[src/rtl/ip_filter_pkg.sv]
`default_nettype none
// ============================================================================
// Module   : ip_filter_pkg
// Brief    : Shared state encoding, constants and address-match helper for
//            the IP receive filter.
// Revision : 1.0
// ============================================================================
package ip_filter_pkg;

    typedef enum logic [1:0] {
        ST_IDLE = 2'd0,
        ST_HDR  = 2'd1,
        ST_PASS = 2'd2,
        ST_DROP = 2'd3
    } state_t;

    localparam logic [7:0]  PROTO_UDP = 8'd17;
    localparam logic [31:0] IP_BCAST  = 32'hFFFF_FFFF;

    // Unicast to us, limited broadcast, or directed broadcast on our subnet.
    function automatic logic dest_match(
        input logic [31:0] dest,
        input logic [31:0] local_ip,
        input logic [31:0] subnet_mask
    );
        return (dest == local_ip) ||
               (dest == IP_BCAST) ||
               (dest == (local_ip | ~subnet_mask));
    endfunction

endpackage
`default_nettype wire

[src/rtl/ip_rx_filter_sat_counter.sv]
`default_nettype none
// ============================================================================
// Module   : sat_counter
// Brief    : Saturating event counter; holds at all-ones instead of wrapping.
// Revision : 1.0
// ============================================================================
module sat_counter #(
    parameter int WIDTH = 16
) (
    input  logic             clk,
    input  logic             rst,
    input  logic             inc,
    output logic [WIDTH-1:0] count
);

    always_ff @(posedge clk) begin
        if (rst) begin
            count <= '0;
        end else if (inc && (count != {WIDTH{1'b1}})) begin
            count <= count + 1'b1;
        end
    end

endmodule
`default_nettype wire

[src/rtl/ip_rx_filter.sv]
`default_nettype none
// ============================================================================
// Module   : ip_rx_filter
// Brief    : Accepts IP packets of one protocol addressed to this station,
//            forwards them and discards everything else, with statistics.
// Revision : 1.0
// ============================================================================
module ip_rx_filter
    import ip_filter_pkg::*;
#(
    parameter logic [7:0] PROTOCOL  = PROTO_UDP,
    parameter int         CNT_WIDTH = 16
) (
    input  logic                 clk,
    input  logic                 rst,
    input  logic [31:0]          local_ip,
    input  logic [31:0]          subnet_mask,

    input  logic                 s_ip_hdr_valid,
    output logic                 s_ip_hdr_ready,
    input  logic [5:0]           s_ip_dscp,
    input  logic [1:0]           s_ip_ecn,
    input  logic [15:0]          s_ip_length,
    input  logic [7:0]           s_ip_ttl,
    input  logic [7:0]           s_ip_protocol,
    input  logic [31:0]          s_ip_source_ip,
    input  logic [31:0]          s_ip_dest_ip,
    input  logic [7:0]           s_ip_payload_axis_tdata,
    input  logic                 s_ip_payload_axis_tvalid,
    output logic                 s_ip_payload_axis_tready,
    input  logic                 s_ip_payload_axis_tlast,
    input  logic                 s_ip_payload_axis_tuser,

    output logic                 m_ip_hdr_valid,
    input  logic                 m_ip_hdr_ready,
    output logic [5:0]           m_ip_dscp,
    output logic [1:0]           m_ip_ecn,
    output logic [15:0]          m_ip_length,
    output logic [7:0]           m_ip_ttl,
    output logic [7:0]           m_ip_protocol,
    output logic [31:0]          m_ip_source_ip,
    output logic [31:0]          m_ip_dest_ip,
    output logic [7:0]           m_ip_payload_axis_tdata,
    output logic                 m_ip_payload_axis_tvalid,
    input  logic                 m_ip_payload_axis_tready,
    output logic                 m_ip_payload_axis_tlast,
    output logic                 m_ip_payload_axis_tuser,

    output logic [CNT_WIDTH-1:0] pass_count,
    output logic [CNT_WIDTH-1:0] drop_count,
    output logic [CNT_WIDTH-1:0] err_count
);

    state_t r_state;
    state_t w_next;
    logic   w_hdr_fire;
    logic   w_match;
    logic   w_pass_done;
    logic   w_drop_done;
    logic   w_err_done;

    // Match is decided from the live header so the verdict lands with the
    // registered fields on the very next cycle.
    assign w_hdr_fire = (r_state == ST_IDLE) && s_ip_hdr_valid;
    assign w_match    = (s_ip_protocol == PROTOCOL) &&
                        dest_match(s_ip_dest_ip, local_ip, subnet_mask);

    always_ff @(posedge clk) begin
        if (rst) begin
            r_state        <= ST_IDLE;
            m_ip_dscp      <= '0;
            m_ip_ecn       <= '0;
            m_ip_length    <= '0;
            m_ip_ttl       <= '0;
            m_ip_protocol  <= '0;
            m_ip_source_ip <= '0;
            m_ip_dest_ip   <= '0;
        end else begin
            r_state <= w_next;
            if (w_hdr_fire) begin
                m_ip_dscp      <= s_ip_dscp;
                m_ip_ecn       <= s_ip_ecn;
                m_ip_length    <= s_ip_length;
                m_ip_ttl       <= s_ip_ttl;
                m_ip_protocol  <= s_ip_protocol;
                m_ip_source_ip <= s_ip_source_ip;
                m_ip_dest_ip   <= s_ip_dest_ip;
            end
        end
    end

    always_comb begin
        w_next                   = r_state;
        s_ip_hdr_ready           = 1'b0;
        m_ip_hdr_valid           = 1'b0;
        s_ip_payload_axis_tready = 1'b0;
        m_ip_payload_axis_tvalid = 1'b0;
        m_ip_payload_axis_tdata  = '0;
        m_ip_payload_axis_tlast  = 1'b0;
        m_ip_payload_axis_tuser  = 1'b0;
        w_pass_done              = 1'b0;
        w_drop_done              = 1'b0;
        case (r_state)
            ST_IDLE: begin
                s_ip_hdr_ready = 1'b1;
                if (s_ip_hdr_valid) begin
                    w_next = w_match ? ST_HDR : ST_DROP;
                end
            end
            ST_HDR: begin
                m_ip_hdr_valid = 1'b1;
                if (m_ip_hdr_ready) begin
                    w_next = ST_PASS;
                end
            end
            ST_PASS: begin
                s_ip_payload_axis_tready = m_ip_payload_axis_tready;
                m_ip_payload_axis_tvalid = s_ip_payload_axis_tvalid;
                m_ip_payload_axis_tdata  = s_ip_payload_axis_tdata;
                m_ip_payload_axis_tlast  = s_ip_payload_axis_tlast;
                m_ip_payload_axis_tuser  = s_ip_payload_axis_tuser;
                if (s_ip_payload_axis_tvalid && m_ip_payload_axis_tready &&
                    s_ip_payload_axis_tlast) begin
                    w_next      = ST_IDLE;
                    w_pass_done = 1'b1;
                end
            end
            ST_DROP: begin
                s_ip_payload_axis_tready = 1'b1;
                if (s_ip_payload_axis_tvalid && s_ip_payload_axis_tlast) begin
                    w_next      = ST_IDLE;
                    w_drop_done = 1'b1;
                end
            end
            default: w_next = ST_IDLE;
        endcase
    end

    assign w_err_done = w_pass_done && s_ip_payload_axis_tuser;

    sat_counter #(.WIDTH(CNT_WIDTH)) u_pass_cnt (
        .clk   (clk),
        .rst   (rst),
        .inc   (w_pass_done),
        .count (pass_count)
    );

    sat_counter #(.WIDTH(CNT_WIDTH)) u_drop_cnt (
        .clk   (clk),
        .rst   (rst),
        .inc   (w_drop_done),
        .count (drop_count)
    );

    sat_counter #(.WIDTH(CNT_WIDTH)) u_err_cnt (
        .clk   (clk),
        .rst   (rst),
        .inc   (w_err_done),
        .count (err_count)
    );

endmodule
`default_nettype wire
[config.mk]
export PLATFORM = sky130hd
export DESIGN_NAME = ip_rx_filter
export DESIGN_NICKNAME = d
export VERILOG_FILES = /design/src/rtl/ip_filter_pkg.sv /design/src/rtl/ip_rx_filter_sat_counter.sv /design/src/rtl/ip_rx_filter.sv
export SDC_FILE = /design/constraint.sdc
export NUM_CORES = 1
export LEC_CHECK = 0
export ABC_AREA = 1
export ABC_CLOCK_PERIOD_IN_PS = 1900
export CORE_MARGIN = 5
export CORE_UTILIZATION = 50
export DETAILED_ROUTE_END_ITERATION = 10
export DONT_BUFFER_PORTS = 1
export SKIP_LAST_GASP = 1
export SLEW_MARGIN = 10
export SYNTH_ARGS = -nofsm -noshare
export SYNTH_HDL_FRONTEND = slang
export SYNTH_HIERARCHICAL = 1
export SYNTH_SLANG_ARGS = --single-unit
[constraint.sdc]
create_clock -name clk -period 1.9 [get_ports clk]
set_input_delay 0.285 -clock clk [delete_from_list [all_inputs] [get_ports clk]]
set_output_delay 0.285 -clock clk [all_outputs]
set_load 0.02 [all_outputs]
==> results.txt, run 1 <==
Distinct cells, synth - 28
CP startpoint kind - flip-flop
Leak - 4.52 nW
Detail Route Antenna Nets - 0
H-tree depth - 4
met2 usage in global routing - 0.429
grt ovf - 0
Vias/cell - 5.14
clock sink count - 154
Post-Syn Area - 8020 um^2
Compound-Gate Fraction of Synth Area - 0.109
Initial Utilization - 0.506
post-synthesis mux area share - 0
Worst Setup End Kind - flip-flop
adder-cell share of the synthesized area - 0.00468
FF+latch area - 3080 um^2
Tmin final - 1800 ps
core footprint - 15,800 um^2
xor-xnor portion of the synthesized cell area - 0.00219
PwrDens - 1050 nW/um^2
fin. max-slew vios - 0
Buffers on Ports - 0
global-route wire length before repair - 39,600 um
Slew @ Worst Pin - 572 ps
placed insts - 1,497
peak supply drop - 781 uV
largest family of logic cells by synthesized area - simple AND/OR/NAND/NOR gates
GRT Overall Usage - 0.269
Final Cycle Share - 0.946
final setup fails - 0
gr busiest metal - met2
Yosys top cell by area - dfxtp_1
Hold EP - m_ip_source_ip[17]$_SDFFE_PP0P_
Setup Crit Path Kind - flip-flop to flip-flop
most frequent cells in the layout - 321 x nand2_1, 297 x nor2_1, 154 x dfxtp_1
footprint of the multi-input gates - 4240 um^2
r2r startpoint - r_state[1]$_SDFFE_PP0P_
Syn Inst Count - 1,256
Synth Register Bits - 154
vias - 8,215
Hold Path Stages - 2
Non-Filler Instances - 1,599
Slew HR - 0.617
R2R depth - 9
Final nets - 1,557
hold crit path type - primary input to flip-flop
row cnt - 46
Synth-to-Final Area Change - 23.0%
CTS Buf Count - 17
ranking of synthesized cells by area - dfxtp_1 38%, nand2_1 15%, nor2_1 14%, inv_1 5.2%, nand3_1 4.4%
largest net degree at the start of global routing - 86
worst clock skew - 8.54 ps
DRC - 0
RR Endpoint - m_ip_source_ip[11]$_SDFFE_PP0P_
Avg Cell Area, Syn - 6.38 um^2
# Max-Cap Violations - 0
antenna cells - 0
synth warn - 6
RSZ-0062 raised after global routing - yes
Synth Area in Simple Gates - 0.413
Max Root-Sink Buffers - 2
setup ws final - 103 ps
Clock Root Buffer - clkbuf_16
Global Route met3 Usage - 0.0952
R2R setup slack - 100 ps
hold wc startpoint - s_ip_source_ip[17]
CTS tree - built
DR pass1 iterations - 5
chip height - 137 um
die width - 137 um
syn nets - 1,443
critical path peak fanout - 30
Post-DP HPWL - 19,300 um
1st-iter DRT viols - 617
pre-CTS setup slack - 157 ps
maximum clock frequency - 0.557 GHz
most common cell after layout, fill and taps aside - nand2_1
worst path arrival time - 2150 ps
share of layout cells above drive strength 1 - 0.121
Top Ports - 350
Clock Latency Late Sink - 430 ps
Worst-path clk slew - 70 ps
post-synthesis sequential area ratio - 0.385
initial antenna violation count - 1
outcome - finished, final reports clean
DIE AREA - 18,700 um^2
Routed WL - 25,800 um
share of the synthesized area in the top cell type - 0.385
Layout fillers - 1,461
via count of the first global-routing pass - 7,516
GR Layer Usage met1 - 0.330
wire per inst - 16.2 um
Fin. Hold Viols - 0
Final GP Congestion - 0.899
critical path data required time - 2260 ps
==> cell usage after synthesis <==
cell type and number:
buf_1 1, buf_2 11, nor2_8 3, nor2_2 30, buf_8 1, nor4_1 1
clkbuf_4 3, nor3_1 11, clkbuf_1 12, nand2_1 321, dfxtp_1 154, a21oi_1 42
xor2_1 2, inv_1 111, nor2_1 298, inv_2 3, nand2_2 6, nand4_1 28
ha_1 3, nor2_4 7, nor3_2 1, buf_6 9, a21oi_2 16, or2_0 3
o21ai_1 37, buf_4 3, o21ai_0 68, nand3_1 71
==> worst max path at each step <==
stage	start	to	slack (ps)
after floorplan	r_state[1]$_SDFFE_PP0P_	m_ip_length[4]$_SDFFE_PP0P_	260
after global placement	r_state[1]$_SDFFE_PP0P_	m_ip_dest_ip[13]$_SDFFE_PP0P_	230
after detailed placement	r_state[1]$_SDFFE_PP0P_	m_ip_dest_ip[4]$_SDFFE_PP0P_	160
after CTS	r_state[0]$_SDFFE_PP0P_	m_ip_payload_axis_tdata[6]	40
after global routing	r_state[0]$_SDFFE_PP0P_	m_ip_dest_ip[0]$_SDFFE_PP0P_	-30
final	r_state[1]$_SDFFE_PP0P_	m_ip_source_ip[11]$_SDFFE_PP0P_	100
==> worst max-delay path, cell delays in order (launching register included) <==
cell and delay, ps:
dfxtp_1 400, nor2_1 100, inv_2 90, nor2_1 50, nor3_2 200, inv_2 80, nor2_4 180, buf_4 330
o21ai_0 160, nor2_1 130
==> layer usage <==
metal / wire, um / share of wire
met3: 2680 / 0.10
met5: 13 / 0.00050
met4: 822 / 0.032
met2: 12000 / 0.46
met1: 10300 / 0.40
==> flip-flops by register name (all words and copies together), names as in the netlist <==
signal,cells
r_state,2
m_ip_ttl,8
m_ip_source_ip,32
m_ip_protocol,8
m_ip_length,16
m_ip_dscp,6
u_pass_cnt/count,16
m_ip_dest_ip,32
m_ip_ecn,2
u_err_cnt/count,16
u_drop_cnt/count,16
==> cells by family (layout without fill, tap and decap cells) <==
kind of cell | count (synthesis) | in the layout
and+or+nand+nor | 780 | 780
AOI/OAI and AO/OA | 163 | 163
DFF | 154 | 154
buffers and inverters | 154 | 281
adders and majority gates | 3 | 3
xor gates and xnor gates | 2 | 2
==> where the power goes <==
part / internal (mW) / switching, mW
Clock: 1.89 / 1.56
Combinational: 0.686 / 1.21
Sequential: 3.82 / 1.19
==> stage by stage <==
stage	setup TNS (ps)	total power, mW	instance area, um^2	hold slack, ps	utilization
global route	-72.9	10.9	9860	4.67	0.623
global placement	0	6.78	8560	367	0.541
floorplan	0	6.34	8020	354	-
CTS	0	10.4	9850	0.974	0.622
detailed placement	0	6.80	8560	366	0.541
finish	0	10.3	9860	23.4	0.623
==> layout make-up <==
| cell class | instances | share of cell area |
|---|---|---|
| Inverter | 114 | 0.0434 |
| Multi-Input combinational cell | 948 | 0.430 |
| Clock buffer | 17 | 0.0431 |
| Timing Repair Buffer | 135 | 0.125 |
| Clock inverter | 15 | 0.0178 |
| Tap cell | 216 | 0.0274 |
| Sequential cell | 154 | 0.313 |
==> what timing repair did <==
item	in CTS	in global routing
endpoints found under the hold margin	69	0
hold buffers	69	0
buffers inserted	0	1
setup endpoints to repair	0	22
resized for setup	0	2
Power figures use the tool's default switching activity.
==> inputs of run 2 (changes only) <==
Settings changed: SETUP_SLACK_MARGIN set to 0.05.
==> run 2 against run 1 <==
Effect of this change:
- setup slack improved by 44 ps
- global-route usage unchanged
- non-clock buffer count is 3 higher
- critical endpoint is now m_ip_payload_axis_tuser
- register-to-register slack better by 80 ps
- first-iteration DRC count is 5.3% higher
- fmax up 2.5%
- highest routed layer unchanged
==> results.txt, run 2 (synthesis results as in run 1) <==
Final Cycle Share - 0.922 (-0.0233)
vias - 8,294 (+0.96%)
CTS Buf Count - 17 (unchanged)
Routed WL - 26,500 um (+2.4%)
Tmin final - 1750 ps (-44.3 ps)
largest net degree at the start of global routing - 86 (unchanged)
critical path peak fanout - 11 (-63%)
# Max-Cap Violations - 0 (unchanged)
final setup fails - 0 (unchanged)
crit-path cells - inv_2 -> nand2_1 -> buf_4 -> nor2_1 -> buf_4
peak supply drop - 789 uV (+1.1%)
H-tree depth - 4 (unchanged)
total negative setup slack - 0 ps (unchanged)
maximum clock frequency - 0.571 GHz (+2.5%)
grt ovf - 0 (unchanged)
crit-path most repeated cell - buf_4
crit-path leading delay family - buffers and inverters
die width - 137 um (unchanged)
Worst Setup End Kind - primary output
Total Power - 10.5 mW (+1.3%)
DR pass1 iterations - 5 (unchanged)
PwrDens - 1050 nW/um^2 (+0.49%)
Slew HR - 0.620 (+0.00301)
Setup crit start - r_state[0]$_SDFFE_PP0P_
wire per inst - 16.5 um (+2.2%)
CTS tree - built
Buffers on Ports - 0 (unchanged)
Layout fillers - 1,455 (-0.41%)
chip height - 137 um (unchanged)
global-route wire length before repair - 39,600 um (unchanged)
Slew @ Worst Pin - 568 ps (-4.50 ps)
outcome - finished, final reports clean
Fin. Hold Viols - 0 (unchanged)
Max Root-Sink Buffers - 2 (unchanged)
DRC - 0 (unchanged)
RSZ-0062 raised after global routing - yes
CP startpoint kind - flip-flop
Initial Utilization - 0.506 (unchanged)
Setup Crit Path Kind - flip-flop to primary output
most frequent cells in the layout - 321 x nand2_1, 289 x nor2_1, 153 x dfxtp_1
WP buf/inv - 3 (unchanged)
Final GP Congestion - 0.899 (unchanged)
initial antenna violation count - 1 (unchanged)
Stages on worst setup path - 5 (-4)
most common cell after layout, fill and taps aside - nand2_1
Slowest-stage cell, CP - dfxtp_1
r2r startpoint - r_state[0]$_SDFFE_PP0P_
Worst-path clk slew - 70 ps (about the same)
critical path data required time - 1620 ps (-640 ps)
top flop regs - m_ip_dest_ip: 32 flops, m_ip_source_ip: 32 flops
hold crit path type - primary input to flip-flop
Detail Route Antenna Nets - 0 (unchanged)
worst clock skew - 8.91 ps (+0.367 ps)
worst path arrival time - 1470 ps (-680 ps)
via count of the first global-routing pass - 7,516 (unchanged)
Leak - 4.54 nW (+0.60%)
Final nets - 1,560 (+0.19%)
Clock Root Buffer - clkbuf_16
antenna cells - 0 (unchanged)
row cnt - 46 (unchanged)
DIE AREA - 18,700 um^2 (unchanged)
Vias/cell - 5.18 (+0.77%)
1st-iter DRT viols - 650 (+5.3%)
Synth-to-Final Area Change - 24.0%
RR Endpoint - m_ip_source_ip[11]$_SDFFE_PP0P_
slowest cell delay on critical path - 380 ps (-20 ps)
R2R depth - 9 (unchanged)
R2R setup slack - 180 ps (+80 ps)
clock sink count - 154 (unchanged)
fin. max-slew vios - 0 (unchanged)
Critical Path End - m_ip_payload_axis_tuser
Clock Latency Late Sink - 430 ps (about the same)
GRT Overall Usage - 0.269 (unchanged)
Post-DP HPWL - 19,300 um (unchanged)
Top Ports - 350 (unchanged)
share of layout cells above drive strength 1 - 0.129 (+0.00840)
core footprint - 15,800 um^2 (unchanged)
run 2: cell types whose count changed in the layout (fill, tap and decap cells not counted):
cell and change:
dfxtp_2 +1, nor2_1 -8, nor2_2 +8, dfxtp_1 -1
buf_4 +1, clkbuf_16 +2
run 2: worst min-delay path by stage:
stage                            start                               to  slack, ps  depth (start not counted)
floorplan                          rst          r_state[0]$_SDFFE_PP0P_        350                          1
global placement                   rst          r_state[0]$_SDFFE_PP0P_        370                          1
detailed placement                 rst          r_state[0]$_SDFFE_PP0P_        370                          1
CTS                 s_ip_source_ip[17]  m_ip_source_ip[17]$_SDFFE_PP0P_          1                          2
global route               s_ip_ttl[0]         m_ip_ttl[0]$_SDFFE_PP0P_          5                          2
finish              s_ip_source_ip[17]  m_ip_source_ip[17]$_SDFFE_PP0P_         20                          2
run 2: worst register-to-register path, stage by stage (launching register included):
cell and delay, ps:
dfxtp_1 380, nor2_1 90, inv_2 80, nor2_1 50, nor3_2 200, inv_2 80, nor2_4 150, buf_4 320
o21ai_0 170, nor2_1 140
run 2: final cells by class:
class	count	area [um^2]	share of cell area
inverter	114	428	0.0431
sequential	154	3080	0.310
timing repair buffer	138	1290	0.130
clock inverter	15	175	0.0176
tap	216	270	0.0272
multi-input combinational	948	4260	0.429
clock buffer	17	425	0.0428
run 2: power breakdown:
| part | switching [mW] | internal (mW) |
|---|---|---|
| registers | 1.19 | 3.82 |
| logic | 1.27 | 0.759 |
| clock network | 1.56 | 1.89 |
| total | 4.02 | 6.46 |
run 2: repair_timing:
item	4_1_cts	5_1_grt
resized for setup	0	11
gates cloned	0	2
endpoints found under the hold margin	69	0
pin swaps	0	1
hold buffers	69	0
setup endpoints to repair	7	78
setup buffers	0	2
run 2: routing by layer:
layer,vias to the layer above,global-route usage,wire (um)
li1,4201,-,-
met1,3695,0.330,10500
met2,343,0.429,12500
met3,53,0.0952,2620
met4,2,0.110,852
met5,-,0,16
run 2: per-stage QoR:
stage | std cells | util | area, um^2 | setup slack (ps) | hold slack, ps
detailed placement | 1497 | 0.541 | 8560 | 157 | 366
floorplan | 1256 | - | 8020 | 257 | 354
global route | 1602 | 0.628 | 9940 | 38.5 | 4.61
finish | 1602 | 0.628 | 9940 | 148 | 22.8
global placement | 1497 | 0.541 | 8560 | 233 | 367
CTS | 1598 | 0.622 | 9850 | 40.9 | 0.974
